`config.mk`:
```
export PLATFORM = sky130hd
export DESIGN_NAME = mips_imem_loader
export DESIGN_NICKNAME = d
export VERILOG_FILES = /design/src/rtl/mips_ldr_pkg.sv /design/src/rtl/mips_ser_shift.sv /design/src/rtl/mips_imem_loader.sv
export SDC_FILE = /design/constraint.sdc
export NUM_CORES = 1
export LEC_CHECK = 0
export CORE_ASPECT_RATIO = 0.7
export CORE_MARGIN = 2
export CORE_UTILIZATION = 57
export CTS_CLUSTER_DIAMETER = 150
export DETAILED_ROUTE_END_ITERATION = 8
export PLACE_DENSITY = 0.78
export SETUP_SLACK_MARGIN = 0.05
export SLEW_MARGIN = 20
export SYNTH_ARGS = -nofsm -noshare
export SYNTH_HDL_FRONTEND = slang
export SYNTH_HIERARCHICAL = 1
export SYNTH_SLANG_ARGS = --single-unit
```
`constraint.sdc`:
```
create_clock -name clk -period 3.8 [get_ports clk]
set_input_delay 0.76 -clock clk [delete_from_list [all_inputs] [get_ports clk]]
set_output_delay 0.76 -clock clk [all_outputs]
set_load 0.1 [all_outputs]
```
`src/rtl/mips_ldr_pkg.sv`:
```
// Shared definitions for the MIPS instruction-memory serial loader.
//   WORD_W_DEF : default instruction word width
//   ADDR_W_DEF : default instruction-memory address width
//   ldr_state_e: loader FSM states
package mips_ldr_pkg;

  localparam int unsigned WORD_W_DEF = 16;
  localparam int unsigned ADDR_W_DEF = 8;

  typedef enum logic [2:0] {
    IDLE = 3'd0,
    HDR  = 3'd1,
    DATA = 3'd2,
    DONE = 3'd3,
    ERR  = 3'd4
  } ldr_state_e;

endpackage

```
`src/rtl/mips_ser_shift.sv`:
```
// MSB-first serial-to-parallel shifter with bit counter.
//   clk, reset   : clock, async active-high reset
//   clear        : synchronous clear of shift register and bit counter
//   shift_en     : shift ser_in in this cycle
//   ser_in       : serial data bit
//   word_c       : word as it would read with the current bit appended
//   word_rdy_c   : current bit completes a word (word_c is valid)
module mips_ser_shift #(
  parameter int unsigned WORD_W = 16
) (
  input  logic              clk,
  input  logic              reset,
  input  logic              clear,
  input  logic              shift_en,
  input  logic              ser_in,
  output logic [WORD_W-1:0] word_c,
  output logic              word_rdy_c
);

  localparam int unsigned CNT_W = (WORD_W > 1) ? $clog2(WORD_W) : 1;

  // Only WORD_W-1 bits are stored; the last bit is used live from ser_in.
  logic [WORD_W-2:0] sreg_q;
  logic [CNT_W-1:0]  cnt_q;

  assign word_c     = {sreg_q, ser_in};
  assign word_rdy_c = shift_en && (cnt_q == CNT_W'(WORD_W - 1));

  // Shift register and bit counter; counter wraps at the word boundary.
  always_ff @(posedge clk or posedge reset) begin
    if (reset) begin
      sreg_q <= '0;
      cnt_q  <= '0;
    end else if (clear) begin
      sreg_q <= '0;
      cnt_q  <= '0;
    end else if (shift_en) begin
      sreg_q <= word_c[WORD_W-2:0];
      cnt_q  <= word_rdy_c ? '0 : cnt_q + CNT_W'(1);
    end
  end

endmodule

```
`src/rtl/mips_imem_loader.sv`:
```
// Serial program loader for the mips_16 instruction memory.
// A rising edge on ld_en starts a load: a WORD_W header holding the word
// count N, then N words written to addresses 0..N-1. The core is held in
// reset until a load completes.
//   clk, reset  : clock, async active-high reset
//   ld_en       : load enable, must stay high for the whole load
//   ser_valid   : strobe qualifying ser_in
//   ser_in      : serial data, MSB first
//   imem_we     : one-cycle instruction-memory write strobe
//   imem_addr   : write address (holds last value)
//   imem_wdata  : write data (holds last value)
//   core_reset  : core reset, low only when a program is loaded
//   load_done   : load completed
//   load_err    : load aborted or header out of range
module mips_imem_loader
  import mips_ldr_pkg::*;
#(
  parameter int unsigned WORD_W = WORD_W_DEF,
  parameter int unsigned ADDR_W = ADDR_W_DEF
) (
  input  logic              clk,
  input  logic              reset,
  input  logic              ld_en,
  input  logic              ser_valid,
  input  logic              ser_in,
  output logic              imem_we,
  output logic [ADDR_W-1:0] imem_addr,
  output logic [WORD_W-1:0] imem_wdata,
  output logic              core_reset,
  output logic              load_done,
  output logic              load_err
);

  // One extra bit so a full-depth count (2**ADDR_W) is representable.
  localparam int unsigned CNT_W = ADDR_W + 1;
  localparam int unsigned DEPTH = 2 ** ADDR_W;
  localparam int unsigned CMP_W = (WORD_W > CNT_W) ? WORD_W : CNT_W;

  ldr_state_e        state_q, state_d;
  logic              ld_en_q;
  logic [CNT_W-1:0]  idx_q, idx_d, n_q, n_d, idx_inc_c;
  logic              we_d;
  logic [ADDR_W-1:0] addr_d;
  logic [WORD_W-1:0] wdata_d;

  logic              rise_c, loading_c, start_c, abort_c;
  logic              shift_en_c, shift_clr_c, word_rdy_c;
  logic [WORD_W-1:0] word_c;

  assign rise_c      = ld_en & ~ld_en_q;
  assign loading_c   = (state_q == HDR) || (state_q == DATA);
  assign start_c     = rise_c & ~loading_c;
  assign abort_c     = ~ld_en & loading_c;
  // Bits are taken only while loading with ld_en still high; the rise cycle itself is in IDLE/DONE/ERR and so ignored.
  assign shift_en_c  = ser_valid & ld_en & loading_c;
  assign shift_clr_c = start_c | abort_c;
  assign idx_inc_c   = idx_q + CNT_W'(1);

  mips_ser_shift #(
    .WORD_W (WORD_W)
  ) u_shift (
    .clk        (clk),
    .reset      (reset),
    .clear      (shift_clr_c),
    .shift_en   (shift_en_c),
    .ser_in     (ser_in),
    .word_c     (word_c),
    .word_rdy_c (word_rdy_c)
  );

  // Next-state, counters and next output values.
  always_comb begin
    state_d = state_q;
    idx_d   = idx_q;
    n_d     = n_q;
    we_d    = 1'b0;
    addr_d  = imem_addr;
    wdata_d = imem_wdata;
    case (state_q)
      HDR: begin
        if (abort_c) begin
          state_d = ERR;
        end else if (word_rdy_c) begin
          if (word_c == '0) begin
            state_d = DONE;
          end else if (CMP_W'(word_c) > CMP_W'(DEPTH)) begin
            state_d = ERR;
          end else begin
            n_d     = CNT_W'(word_c);
            state_d = DATA;
          end
        end
      end
      DATA: begin
        if (abort_c) begin
          state_d = ERR;
        end else if (word_rdy_c) begin
          we_d    = 1'b1;
          addr_d  = idx_q[ADDR_W-1:0];
          wdata_d = word_c;
          idx_d   = idx_inc_c;
          if (idx_inc_c == n_q) begin
            state_d = DONE;
          end
        end
      end
      default: begin
        if (start_c) begin
          state_d = HDR;
          idx_d   = '0;
          n_d     = '0;
        end
      end
    endcase
  end

  // State register.
  always_ff @(posedge clk or posedge reset) begin
    if (reset) begin
      state_q <= IDLE;
    end else begin
      state_q <= state_d;
    end
  end

  // Counters, edge detector and registered outputs (status follows next state).
  always_ff @(posedge clk or posedge reset) begin
    if (reset) begin
      ld_en_q    <= 1'b0;
      idx_q      <= '0;
      n_q        <= '0;
      imem_we    <= 1'b0;
      imem_addr  <= '0;
      imem_wdata <= '0;
      core_reset <= 1'b1;
      load_done  <= 1'b0;
      load_err   <= 1'b0;
    end else begin
      ld_en_q    <= ld_en;
      idx_q      <= idx_d;
      n_q        <= n_d;
      imem_we    <= we_d;
      imem_addr  <= addr_d;
      imem_wdata <= wdata_d;
      core_reset <= (state_d != DONE);
      load_done  <= (state_d == DONE);
      load_err   <= (state_d == ERR);
    end
  end

endmodule

```
==> results.sh <==
export IMPL_totalWireLength_um=7075
export IMPL_core_area_mm2=0.005669
export IMPL_rsz0062_at_grt="no"
export IMPL_leakagePower_nw=1.893
export IMPL_die_h_um=67.96
export IMPL_cts_max_level=3
export IMPL_power_mw=1.640
export IMPL_end_kind="register"
export IMPL_clockRootBuffer="clkbuf_8"
export IMPL_yosys_area_share_simple_pct=23.10
export IMPL_cp_data_arrival_time_ns=3.25
export IMPL_tritoncts="done"
export IMPL_antenna_cells=0
export IMPL_drv_slew=0
export IMPL_initial_core_util_pct=58.75
export IMPL_nets=379
export IMPL_grt_pass1_wl_um=11810
export IMPL_vias_per_cell=5.573
export IMPL_layout_min_cycle_time_ns=2.968
export IMPL_synth_xor_area_share_pct=4.846
export IMPL_path_delay_family="simple AND/OR/NAND/NOR gates"
export IMPL_status="completed"
export IMPL_slowest_stage="a2111oi_0"
export IMPL_timing_rr_start="state_q[0]$_DFF_PP0_"
export IMPL_ff2ff_path_depth=11
export IMPL_required_ns=4.08
export IMPL_crit_type="register to register"
export IMPL_yosysSeqAreaShare_pct=51.88
export IMPL_synthArstFlopShare_pct=100.0
export IMPL_antenna_found_initial=0
export IMPL_clock_skew_ns=0.007501
export IMPL_routedWlPerCell_um=15.65
export IMPL_synth_commonest_cells="84 x nand2_1, 68 x dfrtp_1, 32 x nor2_1"
export IMPL_drive_above_1_share_pct=8.753
export IMPL_worst_pin_slew_ns=1.011
export IMPL_cts_buffers=9
export IMPL_ant_nets=0
export IMPL_hold_viol=0
export IMPL_cts_buffer_depth=2
export IMPL_fin_crit_sh_pct=78.11
export IMPL_path_clk_slew_ns=0.08
export IMPL_num_io_pins=33
export IMPL_worstHoldPathCells=2
export IMPL_powerDensity_mw_per_mm2=421.7
export IMPL_fmax_mhz=336.9
export IMPL_synth_fa_ha_area_share_pct=0.7513
export IMPL_die_area_mm2=0.006481
export IMPL_crit_path_cell_trace="xnor2_1 > nor2_1 > and3_1 > nand2_2 > nor2_1 > nand4_1 > inv_2 > nand4_1 > a2111oi_0 > a31oi_1 > or2_1"
export IMPL_io_buffers=32
export IMPL_crit_path_max_fanout=10
export IMPL_grtUsageTotal_pct=24.89
export IMPL_ys_ff_latch=69
export IMPL_syn_nets=352
export IMPL_hp_start="imem_addr[3]$_DFFE_PP0P_"
export IMPL_yosysUniqueCellTypes=52
export IMPL_cts_setup_buffers=0
export IMPL_r2r_setup_slack_ns=0.83
export IMPL_first_global_vias=2427
export IMPL_hold_end="imem_addr[3]$_DFFE_PP0P_"
export IMPL_holdWs_ns=0.4783
export IMPL_syn_inst=345
export IMPL_drv_cap=0
export IMPL_place_hpwl_um=4671
export IMPL_cts_sinks=69
export IMPL_synth_top_area_share_pct=51.09
export IMPL_yosysMostFrequentCell="nand2_1"
export IMPL_setup_tns_ns=0
export IMPL_grt_ovfl_total=0
export IMPL_drc_errors=0
export IMPL_place_area_mm2=0.003681
export IMPL_post_place_ws_ns=0.6488
export IMPL_syn_area_per_cell_um2=9.654
export IMPL_hp_class="register to register"
export IMPL_synthToLayoutAreaGrowth_pct=16.72
export IMPL_final_area_mm2=0.003887
export IMPL_reg2reg_to="core_reset$_DFF_PP1_"
export IMPL_netlist_area_mm2=0.003331
export IMPL_drtIter0Drc=200
export IMPL_synth_top_family_by_area="simple AND/OR/NAND/NOR gates"
export IMPL_maxSlewHeadroom_pct=32.41
export IMPL_grt_max_degree=51
export IMPL_synth_edf_count=0
export IMPL_post_cts_resized=0
export IMPL_fin_ws_ns=0.8319
export IMPL_synth_top_cell_by_area="dfrtp_1"
export IMPL_cp_slowest_stage_delay_ns=0.49
export IMPL_critPathLaunchType="register"
export IMPL_synthFlopType="dfrtp_1"
export IMPL_synthTopCellsByArea="dfrtp_1 51%, nand2_1 9.5%, mux2i_1 5.4%"
export IMPL_synth_compound_area_share_pct=9.955
export IMPL_ys_warn_count=6
export IMPL_synthMuxAreaShare_pct=5.409
export IMPL_vias=2519
export IMPL_die_x_um=95.37
export IMPL_worstSkewPairLatency_ns=0.36
export IMPL_setup_viol=0
export IMPL_peakVddDrop_uv=284.0
export IMPL_cts_hold_buf=0
export IMPL_firstDrtPassIters=4
export IMPL_crit_buf_inv=1
export IMPL_fp_row_count=23
export IMPL_routabilityCongestion=0.8054
## layout make-up
cell class,instances,area [µm²]
Clock inverter,7,81.33
Fill cell,442,1782
Timing Repair Buffer,38,365.4
Tap cell,75,93.84
Sequential cell,69,1728
Multi-Input combinational cell,247,1468
Clock buffer,9,123.9
Inverter,7,27.53
## per-stage QoR
stage                     std cells  util (%)
final                           452     68.57
after detailed placement        436     64.93
after floorplan                 345         -
after global routing            452     68.57
after global placement          436     64.93
after CTS                       452     68.55
## routing by layer
metal | GRT usage [%] | wire length [µm] | vias up
met5 | 0 | 0 | -
met2 | 37.24 | 3137 | 56
li1 | - | - | 1224
met3 | 8.590 | 411 | 8
met1 | 33.86 | 3455 | 1231
met4 | 9.239 | 70 | 0
## cell families after synthesis
logic type / Yosys count
AND/OR/NAND/NOR: 165
AO/OA/AOI/OAI: 46
buffers and inverters: 29
XOR/XNOR: 16
flip-flops: 69
adder cells (fa/ha/maj): 2
multiplexers: 18
## state kept, by name, indices dropped and copies added (netlist names)
| register | count |
|---|---|
| idx_q | 9 |
| state_q | 3 |
| u_shift/cnt_q | 4 |
| imem_addr | 8 |
| u_shift/sreg_q | 15 |
| load_err | 1 |
| core_reset | 1 |
| imem_wdata | 16 |
| ld_en_q | 1 |
| imem_we | 1 |
| n_q | 9 |
| load_done | 1 |
## worst register-to-register path, stage by stage, from the launching register on
cell       delay [ns]
dfrtp_1          0.48
xnor2_1          0.19
nor2_1           0.30
and3_1           0.25
nand2_2          0.07
nor2_1           0.32
nand4_1          0.20
inv_2            0.09
nand4_1          0.07
a2111oi_0        0.49
a31oi_1          0.19
or2_1            0.25
## cells in the final DEF (no fill, tap or decap), types with 9 or more instances in the layout
master           count
dfrtp_1             68
o21ai_0             13
mux2i_1             18
nor2_1              32
a21oi_1              9
clkbuf_8             9
xnor2_1              9
clkdlybuf4s50_1     32
nand2_1             84
nand4_1             13
## report_power, final
| group | switching (mW) | leakage (nW) | internal (mW) | total [mW] |
|---|---|---|---|---|
| registers | 0.0345 | 0.950 | 0.757 | 0.791 |
| clock network | 0.307 | 0.0944 | 0.311 | 0.618 |
| logic | 0.151 | 0.848 | 0.0794 | 0.230 |
| total | 0.492 | 1.89 | 1.15 | 1.64 |
## worst max-delay path by stage
| stage | from | end | slack [ns] | cells after the start |
|---|---|---|---|---|
| after floorplan | ld_en | core_reset$_DFF_PP1_ | 0.76 | 11 |
| after global placement | ld_en | core_reset$_DFF_PP1_ | 0.78 | 10 |
| after detailed placement | ld_en | core_reset$_DFF_PP1_ | 0.65 | 10 |
| after CTS | state_q[0]$_DFF_PP0_ | core_reset$_DFF_PP1_ | 0.88 | 11 |
| after global routing | state_q[0]$_DFF_PP0_ | core_reset$_DFF_PP1_ | 0.67 | 11 |
| final | state_q[0]$_DFF_PP0_ | core_reset$_DFF_PP1_ | 0.83 | 11 |
Power figures use the tool's default switching activity.
